## config.mk

```make
export PLATFORM = sky130hd
export DESIGN_NAME = state_array_ctrl
export DESIGN_NICKNAME = d
export VERILOG_FILES = /design/src/rtl/state_array_ctrl.sv
export SDC_FILE = /design/constraint.sdc
export NUM_CORES = 1
export LEC_CHECK = 0
export CORE_UTILIZATION = 25
export DETAILED_ROUTE_END_ITERATION = 10
export PLACE_DENSITY = 0.7
export SETUP_SLACK_MARGIN = 0.2
export SLEW_MARGIN = 5
export SYNTH_ARGS = -nofsm -noshare
export SYNTH_HDL_FRONTEND = slang
export SYNTH_SLANG_ARGS = --single-unit
```

## constraint.sdc

```tcl
create_clock -name clock -period 4.1 [get_ports clock]
set_input_delay 1.23 -clock clock [delete_from_list [all_inputs] [get_ports clock]]
set_output_delay 1.23 -clock clock [all_outputs]
set_load 0.05 [all_outputs]
```

## src/rtl/state_array_ctrl.sv

```systemverilog
// Controller for a set-associative 2-bit state array: clears the array after reset,
// serves set lookups and performs read-modify-write single-entry updates.
module state_array_ctrl #(
  parameter int SETS = 128,
  parameter int WAYS = 10
) (
  input  logic                clock,
  input  logic                reset,
  input  logic                io_read_valid,
  output logic                io_read_ready,
  input  logic [6:0]          io_read_bits_setIdx,
  output logic                io_resp_valid,
  output logic [WAYS*4-1:0]   io_resp_bits_data,
  input  logic                io_update_valid,
  output logic                io_update_ready,
  input  logic [6:0]          io_update_bits_setIdx,
  input  logic [3:0]          io_update_bits_way,
  input  logic                io_update_bits_entry,
  input  logic [1:0]          io_update_bits_state,
  output logic                io_update_err,
  output logic                io_init_done,
  output logic                sram_rreq_valid,
  output logic [6:0]          sram_rreq_setIdx,
  input  logic [WAYS*4-1:0]   sram_rdata,
  output logic                sram_wreq_valid,
  output logic [6:0]          sram_wreq_setIdx,
  output logic [WAYS*4-1:0]   sram_wreq_data,
  output logic [WAYS-1:0]     sram_wreq_waymask
);

  localparam int DATA_W = WAYS * 4;
  localparam logic [1:0] ST_INIT   = 2'd0;
  localparam logic [1:0] ST_IDLE   = 2'd1;
  localparam logic [1:0] ST_UPD_WR = 2'd2;
  localparam logic [6:0] LAST_SET  = 7'(SETS - 1);

  logic [1:0]        r_state;
  logic [6:0]        r_cnt;
  logic              r_resp_pend;
  logic [6:0]        r_set;
  logic [3:0]        r_way;
  logic              r_entry;
  logic [1:0]        r_new;

  logic              w_idle;
  logic              w_upd_fire;
  logic              w_read_fire;
  logic              w_way_ok;
  logic [DATA_W-1:0] w_merge;
  logic [WAYS-1:0]   w_onehot;

  // Every output is forced low while reset is held, including the combinational ones.
  assign w_idle            = (r_state == ST_IDLE) && !reset;
  assign io_update_ready   = w_idle;
  assign io_read_ready     = w_idle && !io_update_valid;
  assign w_upd_fire        = w_idle && io_update_valid;
  assign w_read_fire       = io_read_ready && io_read_valid;
  assign w_way_ok          = ({1'b0, r_way} < 5'(WAYS));
  assign io_update_err     = !reset && (r_state == ST_UPD_WR) && !w_way_ok;
  assign io_resp_valid     = !reset && r_resp_pend;
  assign io_resp_bits_data = io_resp_valid ? sram_rdata : {DATA_W{1'b0}};
  assign io_init_done      = !reset && ((r_state == ST_IDLE) || (r_state == ST_UPD_WR));

  // Merge the new state into the fetched set and build the one-hot way mask.
  always_comb begin
    w_merge  = sram_rdata;
    w_onehot = {WAYS{1'b0}};
    for (int w = 0; w < WAYS; w++) begin
      w_onehot[w] = (r_way == 4'(w));
      for (int e = 0; e < 2; e++) begin
        if ((r_way == 4'(w)) && (r_entry == 1'(e))) begin
          w_merge[(w*2+e)*2 +: 2] = r_new;
        end else begin
          w_merge[(w*2+e)*2 +: 2] = sram_rdata[(w*2+e)*2 +: 2];
        end
      end
    end
  end

  // Array read port: an accepted update fetches its set ahead of a lookup.
  always_comb begin
    sram_rreq_valid  = 1'b0;
    sram_rreq_setIdx = 7'd0;
    if (w_upd_fire) begin
      sram_rreq_valid  = 1'b1;
      sram_rreq_setIdx = io_update_bits_setIdx;
    end else if (w_read_fire) begin
      sram_rreq_valid  = 1'b1;
      sram_rreq_setIdx = io_read_bits_setIdx;
    end else begin
      sram_rreq_valid  = 1'b0;
      sram_rreq_setIdx = 7'd0;
    end
  end

  // Array write port: clear sweep during INIT, masked merge write in UPD_WR.
  always_comb begin
    sram_wreq_valid   = 1'b0;
    sram_wreq_setIdx  = 7'd0;
    sram_wreq_data    = {DATA_W{1'b0}};
    sram_wreq_waymask = {WAYS{1'b0}};
    if (!reset && (r_state == ST_INIT)) begin
      sram_wreq_valid   = 1'b1;
      sram_wreq_setIdx  = r_cnt;
      sram_wreq_waymask = {WAYS{1'b1}};
    end else if (!reset && (r_state == ST_UPD_WR) && w_way_ok) begin
      sram_wreq_valid   = 1'b1;
      sram_wreq_setIdx  = r_set;
      sram_wreq_data    = w_merge;
      sram_wreq_waymask = w_onehot;
    end else begin
      sram_wreq_valid   = 1'b0;
    end
  end

  // Control FSM, clear counter, pending-response flag and captured update.
  always_ff @(posedge clock) begin
    if (reset) begin
      r_state     <= ST_INIT;
      r_cnt       <= 7'd0;
      r_resp_pend <= 1'b0;
      r_set       <= 7'd0;
      r_way       <= 4'd0;
      r_entry     <= 1'b0;
      r_new       <= 2'd0;
    end else begin
      r_resp_pend <= w_read_fire;
      case (r_state)
        ST_INIT: begin
          if (r_cnt == LAST_SET) begin
            r_state <= ST_IDLE;
            r_cnt   <= 7'd0;
          end else begin
            r_cnt   <= r_cnt + 7'd1;
          end
        end
        ST_IDLE: begin
          if (w_upd_fire) begin
            r_state <= ST_UPD_WR;
            r_set   <= io_update_bits_setIdx;
            r_way   <= io_update_bits_way;
            r_entry <= io_update_bits_entry;
            r_new   <= io_update_bits_state;
          end else begin
            r_state <= ST_IDLE;
          end
        end
        ST_UPD_WR: begin
          r_state <= ST_IDLE;
        end
        default: begin
          r_state <= ST_INIT;
          r_cnt   <= 7'd0;
        end
      endcase
    end
  end

endmodule

```

==> results of run 1 <==
==> power by group <==
part	total (W)	switching, W	internal (W)
sequential	0.000314	0.0000546	0.000260
combinational	0.000825	0.000433	0.000392
clock	0.000138	0.0000723	0.0000657
==> per-stage QoR <==
| step | cells | power, W | TNS [ns] | setup slack [ns] |
|---|---|---|---|---|
| floorplan | 385 | 0.0007256 | 0 | 0.03120 |
| CTS | 694 | 0.001275 | 0 | 0.2172 |
| global route | 694 | 0.001338 | 0 | 0.2042 |
| detailed placement | 681 | 0.001109 | -0.4457 | -0.08177 |
| global placement | 681 | 0.001093 | -0.2211 | -0.1350 |
| finish | 694 | 0.001277 | 0 | 0.2474 |
==> layout by cell type (no fill, tap or decap), types with 4 or more instances in the layout <==
cell,instances
buf_12,114
clkdlybuf4s50_1,63
nand2_1,48
nand3_1,41
and2_4,40
o21ai_0,39
a21oi_2,32
buf_4,25
dfxtp_1,24
a21oi_1,12
a21oi_4,8
nand3b_1,8
nand2b_1,7
a211oi_1,7
a22o_1,6
o21ai_1,5
ha_1,5
and4bb_2,4
inv_1,4
nand4bb_1,4
nor4b_2,4
or4b_4,4
==> path summary, 6_finish.rpt <==
| path | endpoint | depth (start not counted) | start |
|---|---|---|---|
| max | io_resp_bits_data[27] | 9 | reset |
| max reg2reg | r_cnt[6] | 5 | r_state[0] |
| min reg2reg | r_set[6] | 2 | r_set[6] |
| min | r_set[6] | 2 | r_set[6] |
==> registers in the layout (all words and copies together) (netlist names) <==
| name | flops |
|---|---|
| r_cnt | 7 |
| r_set | 7 |
| r_way | 4 |
| r_new | 2 |
| r_state | 2 |
| r_entry | 1 |
| r_resp_pend | 1 |
==> what timing repair did <==
item / CTS / global route
gates cloned: 5 / 0
buffers inserted: 5 / 0
setup endpoints to repair: 105 / 15
gates resized for setup: 67 / 1
==> layer usage <==
| metal | vias to the layer above | track usage | part of all wire |
|---|---|---|---|
| li1 | 1726 | - | - |
| met4 | 0 | 0.08249 | 0.031 |
| met1 | 1734 | 0.2361 | 0.39 |
| met3 | 29 | 0.04679 | 0.065 |
| met5 | - | 0 | 0 |
| met2 | 157 | 0.4049 | 0.51 |
==> worst max-delay path: cells and delay by family <==
family | cells | cell delay, ns
buffers and inverters | 7 | 1.10
and+or+nand+nor | 2 | 0.29
==> area by class of cell <==
| type | count | area share |
|---|---|---|
| repair buffers | 212 | 0.5263 |
| multi-input cells | 315 | 0.3610 |
| flip-flops and latches | 24 | 0.07666 |
| well taps | 136 | 0.02715 |
| clock buffers | 3 | 0.006588 |
| inverters | 4 | 0.002396 |
==> cells by family after synthesis <==
logic type / Yosys count
DFF: 24
adders and majority gates: 5
AOI/OAI and AO/OA: 121
xor gates and xnor gates: 1
buffers and inverters: 46
muxes: 3
and+or+nand+nor: 185
==> run metrics, run 1 <==
status finished clean; XOR/XNOR Fraction of Synth Area 0.003296; Hold Violations, Final 0; die footprint 11050 sq um; TritonRoute pass-1 iters 4; DRC Markers 0; Hold WS 0.4581 ns; Final #Nets 630; register area share after synthesis 0.1808; most frequent cell after synthesis a21oi_1; post-synth top area share 0.1808; cts hold-fix bufs 0; number of global-route vias before repair 3680; Core Rows 37; area of the mapped netlist 2658 sq um; Die X 105.1 microns; Synth Area in Simple Gates 0.4237; LEAKAGE 2.316 nW; routed len/inst 17.53 microns; flop2flop setup slack 2.26 ns; drt total wl 12.16 mm; Max FO, Critical Path 5; IO buf count 175; Die Ht 105.1 microns; maximum number of pins on one net before global-route repair 41; number of synthesized flops with an enable pin 0; crit-path cells clkdlybuf4s15_1 -> buf_4 -> buf_6 -> buf_12 -> nor2b_4 -> buf_12 -> bufbuf_16 -> and2_4 -> buf_12; Worst Path Required 2.87 ns; RSZ-0062 raised after global routing false; Peak supply drop 0.1823 mV; CTS tree built; Initial DRC Count 158; Worst Path Arrival 2.62 ns; FF+latch area 480.5 sq um; vias per cell 5.254; endpoints failing setup 0; H-Tree Depth 1; Synth area leaders dfxtp_1 18%, a21oi_1 9.6%, and2_1 9.4%; global placement routability congestion 0.8956; Rel. slew slack 0.4618; f_max 259.6 MHz; post-DP HPWL 8.946 mm; Final Cycle Share 0.9397; final design utilization 0.6071; cell accounting for the most synthesized area dfxtp_1; Compound-Gate Fraction of Synth Area 0.2604; share of cells above drive strength 1 0.4606; fillers 823; most numerous cell on the critical path buf_12; max_cap viols 0; Max Clock Skew 0.003741 ns; WS Path Type in2out; largest family of logic cells by synthesized area simple AND/OR/NAND/NOR gates; GRT Util Overall 0.2165; CTS Sinks 24; Setup crit start kind primary input; cell area after layout 6267 sq um; net count after synthesis 455; Syn Inst Count 385; Synth Register Bits 24; mux cell area share after synthesis 0.01130; Slew Viols, Final 0; Slowest cell on crit path bufbuf_16; Synth Area per Inst 6.903 sq um; io pins 176; CP Capture Type output pin; pwr/cell area 203.8 nW/um^2; core area 10320 sq um; clock buffer depth 2; Worst-path clk slew 0.08 ns; minimum clock period 3.853 ns; CTS Buf Count 3; first-pass GRT wire length 19.26 mm; Hold Path Class reg2reg; Initial Utilization 0.2574; async set-or-reset flop fraction in the synthesized netlist 0; Placed Area 5833 sq um; YS warnings 0; most common library cells after synthesis 51 x a21oi_1, 48 x nand2_1, 41 x nand3_1; multi-input logic area 2262 sq um; global route overflow 0; Area growth syn-to-layout 135.8%; Synth Flop Type dfxtp_1; diode count 0; worst slew pin tran 0.8061 ns; Synth Area in Adders 0.02354; Root Buffer clkbuf_8; Unique masters post-synth 46; Routed Antenna Nets 0; initial antenna violation count 0; Vias 3646; slowest stage delay, CP 0.25 ns; clk_lat worst skew 0.26 ns
No activity file was read; power rests on OpenSTA's default activity.
==> run 2, diff against run 1 <==
==> constraint.sdc (replaced) <==
create_clock -name clock -period 4.1 [get_ports clock]
set_input_delay 1.025 -clock clock [delete_from_list [all_inputs] [get_ports clock]]
set_output_delay 1.025 -clock clock [all_outputs]
set_load 0.1 [all_outputs]
==> run 2 against run 1 <==
Effect of this change: register-to-register slack about the same; clock power about the same; final cell count down 3.9%; die area unchanged; sequential share of layout area up 0.79 points; via count down 3.8%; critical path depth down 3; critical path type unchanged; largest power group unchanged.
==> run metrics, run 2 (synthesis results as in run 1) <==
status finished clean; DRC Markers 0; commonest cells after routing, fill and taps aside 108 x buf_12, 63 x clkdlybuf4s50_1, 48 x nand2_1; share of cells above drive strength 1 0.3522; min-delay src r_set[1]; endpoints failing setup 0; Reg power frac 0.230; worst r2r path cells 5; number of global-route vias before repair 3342; maximum number of pins on one net before global-route repair 42; clock buffer depth 2; cts hold-fix bufs 0; drt total wl 10.91 mm; IO buf count 175; die footprint 11050 sq um; f_max 279.2 MHz; global placement routability congestion 0.8299; CTS Sinks 24; worst slew pin tran 0.7958 ns; Hold Path Cell Cnt 2; Initial DRC Count 94; Worst Path Required 3.07 ns; Final #Nets 603; Initial Utilization 0.2574; r2r endpoint r_cnt[6]; core area 10320 sq um; initial antenna violation count 0; Setup crit start kind primary input; clock share of power 0.102; post-DP HPWL 8.667 mm; H-Tree Depth 1; Core Rows 37; CP startpoint reset; commonest non-fill, non-tap cell in the layout buf_12; Routed Antenna Nets 0; Sw Ratio 0.5204; Die X 105.1 microns; max_cap viols 0; largest registers r_cnt (7), r_set (7), r_way (4); global route overflow 0; io pins 176; flop2flop setup slack 2.27 ns; Vias 3506; Rel. slew slack 0.4687; LEAKAGE 2.041 nW; pwr/cell area 243.5 nW/um^2; Resized Gates After CTS 0; Area growth syn-to-layout 113.7%; # placed instances 664; diode count 0; Logic pwr share 0.668; Max Clock Skew 0.002780 ns; Worst R2R Start r_state[0]; Worst Path Arrival 2.56 ns; first-pass GRT wire length 17.22 mm; vias per cell 5.256; minimum clock period 3.582 ns; clk_lat worst skew 0.27 ns; Root Buffer clkbuf_8; switching pwr 0.0007198 W; CTS tree built; RSZ-0062 raised after global routing false; Hold Path Class reg2reg; Peak supply drop 0.2360 mV; Max FO, Critical Path 32; Pint 0.0006633 W; Slew Viols, Final 0; GRT Util Overall 0.1910; routed len/inst 16.36 microns; CP Capture Type output pin; Post-CTS Setup Repair Bufs 0; hold endpoint r_set[1]; Die Ht 105.1 microns; Worst-path clk slew 0.08 ns; TritonRoute pass-1 iters 4; Hold Violations, Final 0; Finished Layout Cells 667; Final Cycle Share 0.8735; CTS Buf Count 3; WS Path Type in2out; setup TNS 0 ns
## run 2: changes by cell type in the layout (fill, tap and decap cells not counted), sizes merged
cell and change:
buf -24, bufbuf -2, clkdlybuf4s15 -1
## run 2: worst max-delay path, stage by stage
cell and delay, ns:
buf_2 0.12, nand2b_1 0.16, or3_2 0.59, buf_12 0.25, a21oi_2 0.19, buf_12 0.20
## run 2: worst max-delay path by stage
stage / cells past startpoint / endpoint / slack [ns]
after floorplan: 3 / sram_wreq_waymask[0] / -0.62
after global placement: 6 / sram_wreq_data[27] / 0.55
after detailed placement: 6 / sram_wreq_data[24] / 0.51
after CTS: 6 / sram_wreq_data[24] / 0.52
after global routing: 6 / sram_rreq_setIdx[1] / 0.40
final: 6 / sram_wreq_data[24] / 0.52
## run 2: power by group through the flow
| stage | combinational [W] | sequential (W) | clock, W |
|---|---|---|---|
| final | 0.000924 | 0.000317 | 0.000141 |
| after global routing | 0.000972 | 0.000322 | 0.000152 |
| after CTS | 0.000928 | 0.000315 | 0.000144 |
| after detailed placement | 0.000925 | 0.000320 | 0 |
| after global placement | 0.000914 | 0.000318 | 0 |
| after floorplan | 0.000622 | 0.000286 | 0 |
## run 2: per-stage QoR
stage	utilization	power, W	hold WS, ns	area (sq um)	setup WS [ns]
after floorplan	-	0.0009075	0.4360	2813	-0.6195
after global placement	0.5461	0.001232	0.4501	5638	0.5515
after detailed placement	0.5461	0.001245	0.4529	5638	0.5131
after CTS	0.5501	0.001387	0.4646	5679	0.5151
after global routing	0.5501	0.001446	0.4894	5679	0.4022
final	0.5501	0.001383	0.4620	5679	0.5185
## run 2: area by class of cell
cell class / instances / area [sq um]
fillers: 895 / 4644
multi-input cells: 315 / 2077
inverters: 4 / 15.01
repair buffers: 185 / 2895
well taps: 136 / 170.2
clock buffers: 3 / 41.29
flip-flops and latches: 24 / 480.5
## run 2: metal layers
layer | GRT usage | vias up | wire length, microns
met5 | 0 | - | 0
met4 | 0.06439 | 0 | 346
met3 | 0.02745 | 25 | 654
met2 | 0.3628 | 151 | 5664
met1 | 0.2154 | 1657 | 4248
li1 | - | 1673 | -
==> run 3, diff against run 2 <==
--- a/config.mk
+++ b/config.mk
@@ -5,9 +5,11 @@
 export SDC_FILE = /design/constraint.sdc
 export NUM_CORES = 1
 export LEC_CHECK = 0
+export CORE_ASPECT_RATIO = 0.5
 export CORE_UTILIZATION = 25
 export DETAILED_ROUTE_END_ITERATION = 10
-export PLACE_DENSITY = 0.7
+export GPL_ROUTABILITY_DRIVEN = 0
+export PLACE_DENSITY = 0.68
 export SETUP_SLACK_MARGIN = 0.2
 export SLEW_MARGIN = 5
 export SYNTH_ARGS = -nofsm -noshare
==> run 3 against run 2 <==
Effect of this change: fmax fell by 5.3%; register-to-register slack barely moved; die area rose by 0.23%; clock-buffer cell count did not move; global-route usage rose by 0.079 points; worst hold slack got worse by 0.0039 ns; worst setup slack got worse by 0.20 ns; total power rose by 11%; largest power group unchanged.
==> run metrics, run 3 (synthesis results as in run 1) <==
endpoints failing setup 0; flop2flop setup slack 2.28 ns; drt total wl 10.95 mm; routed len/inst 16.27 microns; Vias 3411; Hold WS 0.4581 ns; largest registers r_cnt (7), r_set (7), r_way (4); commonest non-fill, non-tap cell in the layout buf_12; Initial Utilization 0.2585; cell area after layout 5801 sq um; Logic pwr share 0.609; Hold Violations, Final 0; CP endpoint sram_wreq_setIdx[3]; Worst Path Required 3.07 ns; Slew Viols, Final 0; Max FO, Critical Path 25; WS Path Type in2out; diode count 0; most numerous cell on the critical path buf_4; Root Buffer clkbuf_16; Max Clock Skew 0.002286 ns; DP Worst Slack 0.2644 ns; Die X 147.8 microns; number of global-route vias before repair 3206; instance count on the critical path 6; Final Cycle Share 0.9221; vias per cell 5.068; worst slew pin tran 0.8702 ns; fillers 884; commonest cells after routing, fill and taps aside 111 x buf_12, 64 x clkdlybuf4s50_1, 48 x nand2_1; share of cells above drive strength 1 0.3546; Routed Antenna Nets 0; Worst Path Arrival 2.76 ns; post-DP HPWL 8.436 mm; switching pwr 0.0007303 W; DRC Markers 0; pwr/cell area 264.1 nW/um^2; Rel. slew slack 0.4191; initial antenna violation count 0; Sw Ratio 0.4768; LEAKAGE 2.080 nW; # placed instances 669; crit-path cells clkdlybuf4s50_1 -> buf_4 -> buf_4 -> nor2b_1 -> a22o_1 -> buf_12; global route overflow 0; Core Rows 26; Peak supply drop 0.2739 mV; Area growth syn-to-layout 118.3%; Die Ht 74.91 microns; RSZ-0062 raised after global routing false; Placed Area 5693 sq um; CTS tree built; status finished clean; clock buffer depth 2; Pint 0.0008014 W; Finished Layout Cells 673; clock share of power 0.183; cts hold-fix bufs 0; CP delay by family, top buffers and inverters; Hold Path Class reg2reg; GRT Util Overall 0.1918; core area 10280 sq um; f_max 264.5 MHz; CP startpoint reset; buffers plus inverters on the worst setup path 4; Final #Nets 604; Initial DRC Count 127; first-pass GRT wire length 16.95 mm; CTS Sinks 24; IO buf count 175; io pins 176; CP Capture Type output pin; Setup crit start kind primary input; Slowest cell on crit path clkdlybuf4s50_1; post-route worst setup slack 0.3192 ns; slowest stage delay, CP 0.41 ns; Worst R2R Start r_state[0]; r2r endpoint r_cnt[6]; CTS Buf Count 3; maximum number of pins on one net before global-route repair 42; minimum clock period 3.781 ns; die footprint 11070 sq um; Reg power frac 0.208; H-Tree Depth 1; max_cap viols 0; TritonRoute pass-1 iters 4; worst r2r path cells 5; clk_lat worst skew 0.26 ns; Worst-path clk slew 0.06 ns
[run 3: tightest hold or removal path: stages, from the launching register on]
cell and delay (ns):
dfxtp_1 0.31, nand2_1 0.05, a21oi_1 0.05
[run 3: stage by stage]
step | TNS, ns | total power [W] | utilization
final | 0 | 0.001532 | 0.5643
after global placement | 0 | 0.001238 | 0.5538
after global routing | 0 | 0.001594 | 0.5643
after floorplan | -5.255 | 0.0009075 | -
after CTS | 0 | 0.001538 | 0.5640
after detailed placement | 0 | 0.001253 | 0.5538
[run 3: how the worst min path moves through the flow]
stage	from	endpoint	slack, ns	cells after the start
after floorplan	r_set[6]	r_set[6]	0.44	2
after global placement	r_set[1]	r_set[1]	0.45	2
after detailed placement	r_set[1]	r_set[1]	0.45	2
after CTS	r_set[1]	r_set[1]	0.46	2
after global routing	r_set[1]	r_set[1]	0.49	2
final	r_set[1]	r_set[1]	0.46	2
[run 3: routing by layer]
layer / global-route usage / vias up / routed length (microns)
met5: 0 / - / 0
met2: 0.3779 / 109 / 5640
met1: 0.2244 / 1618 / 4553
met4: 0.03666 / 0 / 107
met3: 0.03212 / 8 / 645
li1: - / 1676 / -
[run 3: cell type report]
type,count,area (sq um),share of cell area
Clock buffer,3,75.07,0.01294
Clock inverter,1,30.03,0.005177
Inverter,4,15.01,0.002588
Multi-Input combinational cell,315,2079,0.3585
Sequential cell,24,480.5,0.08283
Tap cell,140,175.2,0.03020
Timing Repair Buffer,186,2945,0.5078
[run 3: power groups by stage]
stage	Clock [W]	Sequential (W)	Combinational, W
final	0.000281	0.000319	0.000932
after floorplan	0	0.000286	0.000622
after global routing	0.000295	0.000324	0.000975
after global placement	0	0.000319	0.000918
after CTS	0.000286	0.000318	0.000934
after detailed placement	0	0.000322	0.000931
[run 3: repair_timing]
action                                  CTS  global route
endpoints found under the hold margin     0             0
buffers inserted                          0             0
resized for setup                         0             1
endpoints found under the setup margin    0             3
